### config.mk
export PLATFORM = sky130hd
export DESIGN_NAME = vec_cmd_arbiter
export DESIGN_NICKNAME = d
export VERILOG_FILES = /design/src/rtl/vec_cmd_arbiter_pkg.sv /design/src/rtl/vec_cmd_arbiter_rr.sv /design/src/rtl/vec_cmd_arbiter.sv
export SDC_FILE = /design/constraint.sdc
export NUM_CORES = 1
export LEC_CHECK = 0
export ABC_AREA = 1
export CAP_MARGIN = 20
export CORE_AREA = 2 2 165 167
export CTS_CLUSTER_SIZE = 30
export DETAILED_ROUTE_END_ITERATION = 6
export DIE_AREA = 0 0 167 169
export SLEW_MARGIN = 20
export SYNTH_ARGS = -nofsm -noshare
export SYNTH_HDL_FRONTEND = slang
export SYNTH_SLANG_ARGS = --single-unit
### constraint.sdc
create_clock -name clk_i -period 1.35 [get_ports clk_i]
set_input_delay 0.27 -clock clk_i [delete_from_list [all_inputs] [get_ports clk_i]]
set_output_delay 0.27 -clock clk_i [all_outputs]
set_load 0.02 [all_outputs]
### src/rtl/vec_cmd_arbiter_pkg.sv
// vec_cmd_arbiter_pkg: opcodes, FSM states and helpers shared by the vector command arbiter
package vec_cmd_arbiter_pkg;
  localparam logic [3:0] op_add_c   = 4'b0000;
  localparam logic [3:0] op_sub_c   = 4'b0001;
  localparam logic [3:0] op_mul_c   = 4'b0010;
  localparam logic [3:0] op_sadd_c  = 4'b0100;
  localparam logic [3:0] op_smul_c  = 4'b0101;
  localparam logic [3:0] op_fma_c   = 4'b0110;
  localparam logic [3:0] op_read_c  = 4'b1000;
  localparam logic [3:0] op_write_c = 4'b1001;
  localparam logic [3:0] op_mmul_c  = 4'b1111;

  typedef enum logic [1:0] {st_idle, st_issue, st_busy, st_resp} arb_state_e;

  function automatic int safe_clog2(input int n);
    return (n > 1) ? $clog2(n) : 1;
  endfunction

  function automatic logic op_legal(input logic [3:0] op);
    return op inside {op_add_c, op_sub_c, op_mul_c, op_sadd_c, op_smul_c,
                      op_fma_c, op_read_c, op_write_c, op_mmul_c};
  endfunction
endpackage

### src/rtl/vec_cmd_arbiter_rr.sv
// vec_cmd_arbiter_rr: round-robin grant searching upward from the last winner, wrapping
module vec_cmd_arbiter_rr #(
  parameter int req_p  = 2,
  parameter int id_w_p = 1
) (
  input  logic              clk_i,
  input  logic              reset_n_i,
  input  logic [req_p-1:0]  req_i,
  input  logic              en_i,
  output logic [req_p-1:0]  grant_o,
  output logic [id_w_p-1:0] id_o,
  output logic              v_o
);
  logic [id_w_p-1:0] r_ptr, w_idx, w_id;
  logic              w_hit;

  // scan from farthest to nearest so the nearest requester after r_ptr wins
  always_comb begin
    w_id  = '0;
    w_hit = 1'b0;
    w_idx = '0;
    for (int k = req_p; k >= 1; k--) begin
      w_idx = id_w_p'((int'(r_ptr) + k) % req_p);
      if (req_i[w_idx]) begin
        w_id  = w_idx;
        w_hit = 1'b1;
      end
    end
  end

  assign v_o     = en_i & w_hit;
  assign id_o    = w_id;
  assign grant_o = v_o ? req_p'(1) << w_id : '0;

  always_ff @(posedge clk_i or negedge reset_n_i)
    if (!reset_n_i) r_ptr <= id_w_p'(req_p - 1);
    else if (v_o) r_ptr <= w_id;
endmodule

### src/rtl/vec_cmd_arbiter.sv
// vec_cmd_arbiter: round-robin command arbiter/sequencer in front of the vector unit command port
module vec_cmd_arbiter
  import vec_cmd_arbiter_pkg::*;
#(
  parameter int req_p  = 2,
  parameter int els_p  = 8,
  parameter int vlen_p = 8,
  parameter int vdw_p  = 8,
  localparam int v_addr_width_lp = safe_clog2(els_p),
  localparam int data_width_lp   = vlen_p * vdw_p,
  localparam int req_id_width_lp = safe_clog2(req_p)
) (
  input  logic                                  clk_i,
  input  logic                                  reset_n_i,
  input  logic [req_p-1:0]                      req_v_i,
  output logic [req_p-1:0]                      req_ready_o,
  input  logic [req_p-1:0][3:0]                 req_op_i,
  input  logic [req_p-1:0][v_addr_width_lp-1:0] req_addrA_i,
  input  logic [req_p-1:0][v_addr_width_lp-1:0] req_addrB_i,
  input  logic [req_p-1:0][v_addr_width_lp-1:0] req_addrC_i,
  input  logic [req_p-1:0][v_addr_width_lp-1:0] req_addrD_i,
  input  logic [req_p-1:0][v_addr_width_lp-1:0] req_fma_cycles_i,
  input  logic [req_p-1:0][vdw_p-1:0]           req_scalar_i,
  input  logic [req_p-1:0][data_width_lp-1:0]   req_w_data_i,
  output logic [req_p-1:0]                      cmpl_v_o,
  output logic [req_p-1:0]                      cmpl_err_o,
  output logic [req_p-1:0]                      resp_v_o,
  output logic [data_width_lp-1:0]              resp_data_o,
  input  logic [req_p-1:0]                      resp_yumi_i,
  output logic [3:0]                            vu_op_o,
  output logic [v_addr_width_lp-1:0]            vu_addrA_o,
  output logic [v_addr_width_lp-1:0]            vu_addrB_o,
  output logic [v_addr_width_lp-1:0]            vu_addrC_o,
  output logic [v_addr_width_lp-1:0]            vu_addrD_o,
  output logic [v_addr_width_lp-1:0]            vu_fma_cycles_o,
  output logic [vdw_p-1:0]                      vu_scalar_o,
  output logic [data_width_lp-1:0]              vu_w_data_o,
  output logic                                  vu_v_o,
  input  logic                                  vu_ready_i,
  input  logic                                  vu_done_i,
  input  logic [data_width_lp-1:0]              vu_r_data_i,
  output logic                                  vu_yumi_o,
  output logic                                  busy_o
);
  typedef struct packed {
    logic [3:0]                 op;
    logic [v_addr_width_lp-1:0] addr_a;
    logic [v_addr_width_lp-1:0] addr_b;
    logic [v_addr_width_lp-1:0] addr_c;
    logic [v_addr_width_lp-1:0] addr_d;
    logic [v_addr_width_lp-1:0] fma_cycles;
    logic [vdw_p-1:0]           scalar;
    logic [data_width_lp-1:0]   w_data;
  } vec_cmd_s;

  arb_state_e                 r_state;
  vec_cmd_s                   r_cmd, w_cmd;
  logic [req_id_width_lp-1:0] r_gid, w_gid;
  logic                       r_cmpl_v, r_cmpl_err;
  logic [data_width_lp-1:0]   r_resp_data;
  logic [req_p-1:0]           w_owner;
  logic                       w_accept, w_can_accept, w_read_done, w_resp_take;

  // no accept while a completion is being reported, so the owner id stays valid
  assign w_can_accept = reset_n_i && r_state == st_idle && !r_cmpl_v;

  vec_cmd_arbiter_rr #(.req_p(req_p), .id_w_p(req_id_width_lp)) u_rr (
    .clk_i     (clk_i),
    .reset_n_i (reset_n_i),
    .req_i     (req_v_i),
    .en_i      (w_can_accept),
    .grant_o   (req_ready_o),
    .id_o      (w_gid),
    .v_o       (w_accept)
  );

  assign w_cmd = {req_op_i[w_gid], req_addrA_i[w_gid], req_addrB_i[w_gid], req_addrC_i[w_gid],
                  req_addrD_i[w_gid], req_fma_cycles_i[w_gid], req_scalar_i[w_gid], req_w_data_i[w_gid]};

  assign w_owner     = req_p'(1) << r_gid;
  assign w_read_done = r_state == st_busy && vu_done_i && r_cmd.op == op_read_c;
  assign w_resp_take = r_state == st_resp && resp_yumi_i[r_gid];

  assign cmpl_v_o    = (r_cmpl_v || w_resp_take) ? w_owner : '0;
  assign cmpl_err_o  = r_cmpl_err ? w_owner : '0;
  assign resp_v_o    = r_state == st_resp ? w_owner : '0;
  assign resp_data_o = r_state == st_resp ? r_resp_data : '0;
  assign vu_v_o      = r_state == st_issue;
  assign vu_yumi_o   = w_read_done;
  assign busy_o      = r_state != st_idle;
  assign {vu_op_o, vu_addrA_o, vu_addrB_o, vu_addrC_o, vu_addrD_o,
          vu_fma_cycles_o, vu_scalar_o, vu_w_data_o} = r_cmd;

  always_ff @(posedge clk_i or negedge reset_n_i) begin
    if (!reset_n_i) begin
      r_state     <= st_idle;
      r_cmd       <= '0;
      r_gid       <= '0;
      r_cmpl_v    <= 1'b0;
      r_cmpl_err  <= 1'b0;
      r_resp_data <= '0;
    end else begin
      r_cmpl_v   <= 1'b0;
      r_cmpl_err <= 1'b0;
      case (r_state)
        st_idle:
          if (w_accept) begin
            r_cmd <= w_cmd;
            r_gid <= w_gid;
            if (op_legal(w_cmd.op)) r_state <= st_issue;
            else begin
              r_cmpl_v   <= 1'b1;
              r_cmpl_err <= 1'b1;
            end
          end
        st_issue: if (vu_ready_i) r_state <= st_busy;
        st_busy:
          if (w_read_done) begin
            r_resp_data <= vu_r_data_i;
            r_state     <= st_resp;
          end else if (vu_done_i) begin
            r_cmpl_v <= 1'b1;
            r_state  <= st_idle;
          end
        st_resp:
          if (w_resp_take) begin
            r_resp_data <= '0;
            r_state     <= st_idle;
          end
        default: r_state <= st_idle;
      endcase
    end
  end
endmodule

==> impl_metrics.json, run 1 <==
{
  "status": "finished, violations left",
  "violations": "negative hold slack, negative setup slack",
  "start_util": 0.272,
  "synth_area_sq_um": 7210,
  "tightestPinTransition_ps": 548,
  "grt_pass1_vias": 7571,
  "drc": 0,
  "cts.sinks": 161,
  "reg2reg_depth": 14,
  "cts-htree-levels": 4,
  "dpl_cell_area_sq_um": 12300,
  "max_freq_ghz": 0.508,
  "skew_ps": 12.6,
  "pre_cts_slack_ps": -680,
  "clk_pin_slew_ps": 70,
  "rsz0062_at_grt": "yes",
  "busiest_layer": "met2",
  "power_leakage_nw": 6.25,
  "cp-end-kind": "output pin",
  "first_pass_iters": 7,
  "final_common_cell": "nand2_1",
  "pin_count": 420,
  "grt_max_degree": 98,
  "seq_area_sq_um": 4040,
  "grt_pass1_wl_um": 42700,
  "cts_tree": "yes",
  "grtUsageMet1": 0.235,
  "synthTopCellsByArea": "dfrtp_1 (56%), nand2_1 (19%), nand3_1 (6.4%)",
  "io_buffer_count": 419,
  "vdd_drop_max_uv": 890,
  "setup-violations-final": 322,
  "synth.largest_area_cell": "dfrtp_1",
  "die_w_um": 167,
  "synth_cell_types": 23,
  "fill_cells": 2445,
  "power_density_nw_per_um2": 1820,
  "arrival_ps": 1700,
  "die_h_um": 169,
  "vias_per_cell": 4.38,
  "area_growth_pct": 94.7,
  "syn_inst": 913,
  "drv_cap": 0,
  "clockBufferDepth": 2,
  "vias": 7730,
  "synth_top_area_frac": 0.555,
  "cp-start-kind": "flip-flop",
  "final.setup.worst_slack_ps": -617,
  "cts_buffers": 17,
  "yosysSeqAreaShare": 0.559,
  "place_congestion": 0.783,
  "met2_usage": 0.335,
  "num-nets-final": 1663,
  "overflow": 0,
  "drt_iter0_drc": 352,
  "hold-worst-slack_ps": -5.32,
  "postLayoutCellArea_sq_um": 14000,
  "diodes": 0,
  "multi_input_area_sq_um": 3080,
  "worst_hold_path_type": "in -> async",
  "hold_violations": 1,
  "ys_ff_latch": 161,
  "clock_latency_ps": 420,
  "post-route-min-period_ps": 1970,
  "drive_gt1_frac": 0.223,
  "core_sq_um": 26500,
  "synth_warnings": 0,
  "finalCritPeriodShare": 1.46,
  "critical_path_class": "reg -> out",
  "syn_avg_cell_area_sq_um": 7.90,
  "dp_hpwl_um": 20300,
  "crit_chain": "buf_6, inv_4, buf_6, nand2_4, inv_4, nand3_4, buf_6, nor2_8, buf_6",
  "critPathMaxStageDelay_ps": 450,
  "grt_usage": 0.193,
  "syn_nets": 1167,
  "critPathMaxFanout": 3,
  "wl_um": 29200,
  "antenna_found_initial": 0,
  "wl_per_cell_um": 16.6,
  "cts_root_buf": "clkbuf_16",
  "layout_common_cells": "nand2_1 (357), clkdlybuf4s50_1 (335), dfrtp_1 (155)",
  "rows": 60,
  "gr-usage-met3": 0.0526,
  "power.total_w": 0.0255,
  "drv_slew": 0,
  "required_ps": 1080,
  "drtAntennaViolNets": 0,
  "cpMaxStageDelayCell": "dfrtp_2",
  "die_area_sq_um": 28200,
  "crit_top_cell": "buf_6",
  "relSlewSlack": 0.635
}
-- cell type report --
type	instances	share of cell area
clock inverter	12	0.00883
multi-input combinational	617	0.219
timing repair buffer	526	0.398
clock buffer	20	0.0318
inverter	86	0.0237
sequential	161	0.288
tap	341	0.0304
-- Yosys cell counts --
cell	n
nand2_1	363
dfrtp_1	160
nand3_1	92
inv_1	82
nor2_1	74
o21ai_0	70
buf_2	17
clkbuf_1	17
buf_4	11
inv_2	4
buf_6	3
nand2_2	3
nand3b_1	3
nand4_1	3
a21oi_1	2
buf_1	2
a31oi_1	1
dfstp_2	1
nand3_2	1
nor2_8	1
nor4_2	1
o21ai_1	1
o32ai_1	1
-- registers in the layout, indices dropped and copies added, names as in the netlist --
signal and cells:
r_resp_data 64, vu_w_data_o 64, vu_scalar_o 8, vu_op_o 4, vu_addrA_o 3, vu_addrB_o 3
vu_addrC_o 3, vu_addrD_o 3, vu_fma_cycles_o 3, r_state 2, r_cmpl_err 1, r_cmpl_v 1
r_gid 1, u_rr.r_ptr 1
-- per-layer routing --
layer  wire (um)  up-vias  share of wire
li1            -     3827              -
met1       12000     3572           0.41
met2       14500      300           0.50
met3        1990       31          0.068
met4         627        0          0.021
met5           0        -              0
-- path summary, 6_finish.rpt --
path                                    to       start  slack (ps)
min                         vu_w_data_o[5]   reset_n_i          -5
max reg2reg                vu_w_data_o[60]  r_state[0]        -570
min in group clk_i                   r_gid   reset_n_i         230
max in group asynchronous  vu_w_data_o[57]   reset_n_i         880
min reg2reg                     u_rr.r_ptr  u_rr.r_ptr         490
max                         req_ready_o[1]  r_state[0]        -620
-- report_power, final --
part	internal (W)	total, W	leakage [nW]	switching (W)
sequential	0.00684	0.00783	2.05	0.000992
combinational	0.00618	0.0129	3.94	0.00671
clock	0.00263	0.00478	0.266	0.00215
total	0.0157	0.0255	6.25	0.00985
-- kinds of logic (layout without fill, tap and decap cells) --
group / Yosys count / count (layout) / share of synthesized area
compound gates: 75 / 75 / 0.0528
flops: 161 / 161 / 0.559
buf+inv: 136 / 644 / 0.0826
simple gates: 541 / 542 / 0.306
-- per-stage QoR --
step,TNS (ps),hold slack (ps),cells,util
6_report,-126160,-5.32,1763,0.530
5_1_grt,-151390,31.1,1763,0.530
4_1_cts,-123120,21.5,1723,0.492
3_5_place_dp,-112180,473,1681,0.464
3_3_place_gp,-108970,475,1681,0.464
2_1_floorplan,-4140,-25.6,913,-
-- critical path, delay by kind of cell, from the launching register on --
family | cells | cell delay, ps
and+or+nand+nor | 3 | 230
buffers and inverters | 6 | 610
DFF | 1 | 450
-- timing repair --
item | in CTS | in global routing
endpoints found under the setup margin | 323 | 323
resized for setup | 216 | 365
hold buffers | 0 | 0
gates cloned | 2 | 12
setup buffers | 8 | 32
pin swaps | 4 | 7
(Power assumes the default switching activity.)
==> run 2, diff against run 1 <==
- CORE_AREA: 2 2 165 167 -> 2 2 162 164
- DIE_AREA: 0 0 167 169 -> 0 0 164 166
- clock period: 1.35 -> 2.4 ns (I/O delays scaled with it)
==> run 2 against run 1 <==
The flow now finishes without violations. Clock power decreased by 44%. Sequential power decreased by 44%. Final cell count decreased by 5.0%. Die area decreased by 3.5%.
==> impl_metrics.json, run 2 (same netlist as run 1, synthesis figures left out) <==
{
  "start_util": 0.281,
  "layout_common_cells": "nand2_1 (362), clkdlybuf4s50_1 (354), dfrtp_1 (159)",
  "die_h_um": 166,
  "fill_cells": 2548,
  "core_sq_um": 25600,
  "vdd_drop_max_uv": 435,
  "cpMaxStageDelayCell": "clkdlybuf4s50_1",
  "tightestPinTransition_ps": 995,
  "cts_tree": "yes",
  "die_w_um": 164,
  "vias": 7346,
  "clock_latency_ps": 430,
  "drv_slew": 0,
  "grt_usage": 0.196,
  "rows": 59,
  "cp_num_buf_inv": 3,
  "max_freq_ghz": 0.441,
  "io_buffer_count": 419,
  "tns_ps": 0,
  "critPathMaxStageDelay_ps": 480,
  "relSlewSlack": 0.337,
  "grt_pass1_vias": 7339,
  "drv_cap": 0,
  "die_area_sq_um": 27200,
  "pin_count": 420,
  "clockBufferDepth": 2,
  "critical_path_class": "in -> out",
  "dp_hpwl_um": 19900,
  "crit_chain": "clkdlybuf4s50_1, nor2_1, nor2_2, nand3_4, buf_12, nor2_8, clkdlybuf4s15_2",
  "cp-start-kind": "input pin",
  "wl_um": 26800,
  "cp-end-kind": "output pin",
  "num-nets-final": 1580,
  "rsz0062_at_grt": "no",
  "placedCellCount": 1642,
  "cts.sinks": 161,
  "worst_hold_path_type": "in -> async",
  "power_leakage_nw": 5.73,
  "hold_buffers": 0,
  "grt_pass1_wl_um": 41000,
  "clk_pin_slew_ps": 70,
  "cts-htree-levels": 4,
  "area_growth_pct": 70.9,
  "overflow": 0,
  "wl_per_cell_um": 16.0,
  "drive_gt1_frac": 0.0575,
  "drc": 0,
  "setup-violations-final": 0,
  "antenna_found_initial": 2,
  "post-route-min-period_ps": 2270,
  "hold-worst-slack_ps": 164,
  "status": "finished clean",
  "required_ps": 1920,
  "drt_iter0_drc": 389,
  "hold_violations": 0,
  "finalCritPeriodShare": 0.945,
  "power_density_nw_per_um2": 1030,
  "first_pass_iters": 4,
  "arrival_ps": 1790,
  "vias_per_cell": 4.39,
  "skew_ps": 12.7,
  "instances_no_fill": 1675,
  "drtAntennaViolNets": 0,
  "cts_root_buf": "clkbuf_16",
  "place_congestion": 0.809,
  "critPathTopFamily": "buffers and inverters",
  "grt_max_degree": 162,
  "critPathMaxFanout": 4,
  "cts_buffers": 17,
  "final_common_cell": "nand2_1"
}
## run 2: changes by cell type in the layout (fill, tap and decap cells not counted), moves of 10 or more
cell | previous run | this run
nor2_1 | 11 | 73
buf_12 | 16 | 6
nor2_2 | 17 | 1
o21ai_0 | 57 | 70
nor2_4 | 46 | 0
buf_4 | 62 | 21
clkbuf_16 | 28 | 17
dlygate4sd2_1 | 0 | 60
o21ai_1 | 14 | 1
buf_6 | 87 | 1
clkdlybuf4s50_1 | 335 | 354
## run 2: worst paths after layout
kind | from | endpoint | slack, ps | cells past startpoint
max reg2reg | r_state[0] | vu_w_data_o[45] | 380 | 10
max in group asynchronous | reset_n_i | r_state[1] | 1360 | 2
max | req_v_i[1] | req_ready_o[1] | 130 | 7
min | reset_n_i | vu_w_data_o[3] | 160 | 2
min in group clk_i | u_rr.r_ptr | u_rr.r_ptr | 490 | 2
min reg2reg | u_rr.r_ptr | u_rr.r_ptr | 490 | 2
## run 2: power breakdown
part	leakage (nW)	switching, W	internal, W
combinational	3.40	0.00316	0.00253
clock	0.278	0.00125	0.00142
sequential	2.05	0.000528	0.00384
## run 2: final cells by class
type | count | area [sq um] | area share
multi-input cells | 616 | 2600 | 0.211
repair buffers | 444 | 4370 | 0.355
flip-flops and latches | 161 | 4030 | 0.327
well taps | 335 | 419 | 0.0340
clock buffers | 19 | 453 | 0.0368
diodes | 1 | 2.50 | 0.000203
clock inverters | 13 | 115 | 0.00934
inverters | 86 | 323 | 0.0262
## run 2: routing by layer
layer  GRT usage  share of wire  up-vias  routed length [um]
li1            -              -     3643                   -
met1       0.233           0.40     3368               10800
met2       0.330           0.48      304               12900
met3      0.0709          0.094       29                2510
met4      0.0599          0.024        2                 635
met5           0        0.00048        -                  13
## run 2: per-stage QoR
| step | power [W] | instance area (sq um) | utilization | worst slack, ps |
|---|---|---|---|---|
| final | 0.0127 | 12300 | 0.481 | 131 |
| after global routing | 0.0136 | 12300 | 0.481 | 7.29 |
| after CTS | 0.0129 | 12300 | 0.481 | 15.3 |
| after detailed placement | 0.0102 | 11800 | 0.461 | -307 |
| after global placement | 0.0101 | 11800 | 0.461 | -292 |
| after floorplan | 0.00724 | 7210 | - | 610 |
## run 2: repair_timing
action / CTS / global route
resized for setup: 67 / 2
pin swaps: 0 / 0
setup buffers: 0 / 0
setup endpoints to repair: 70 / 2
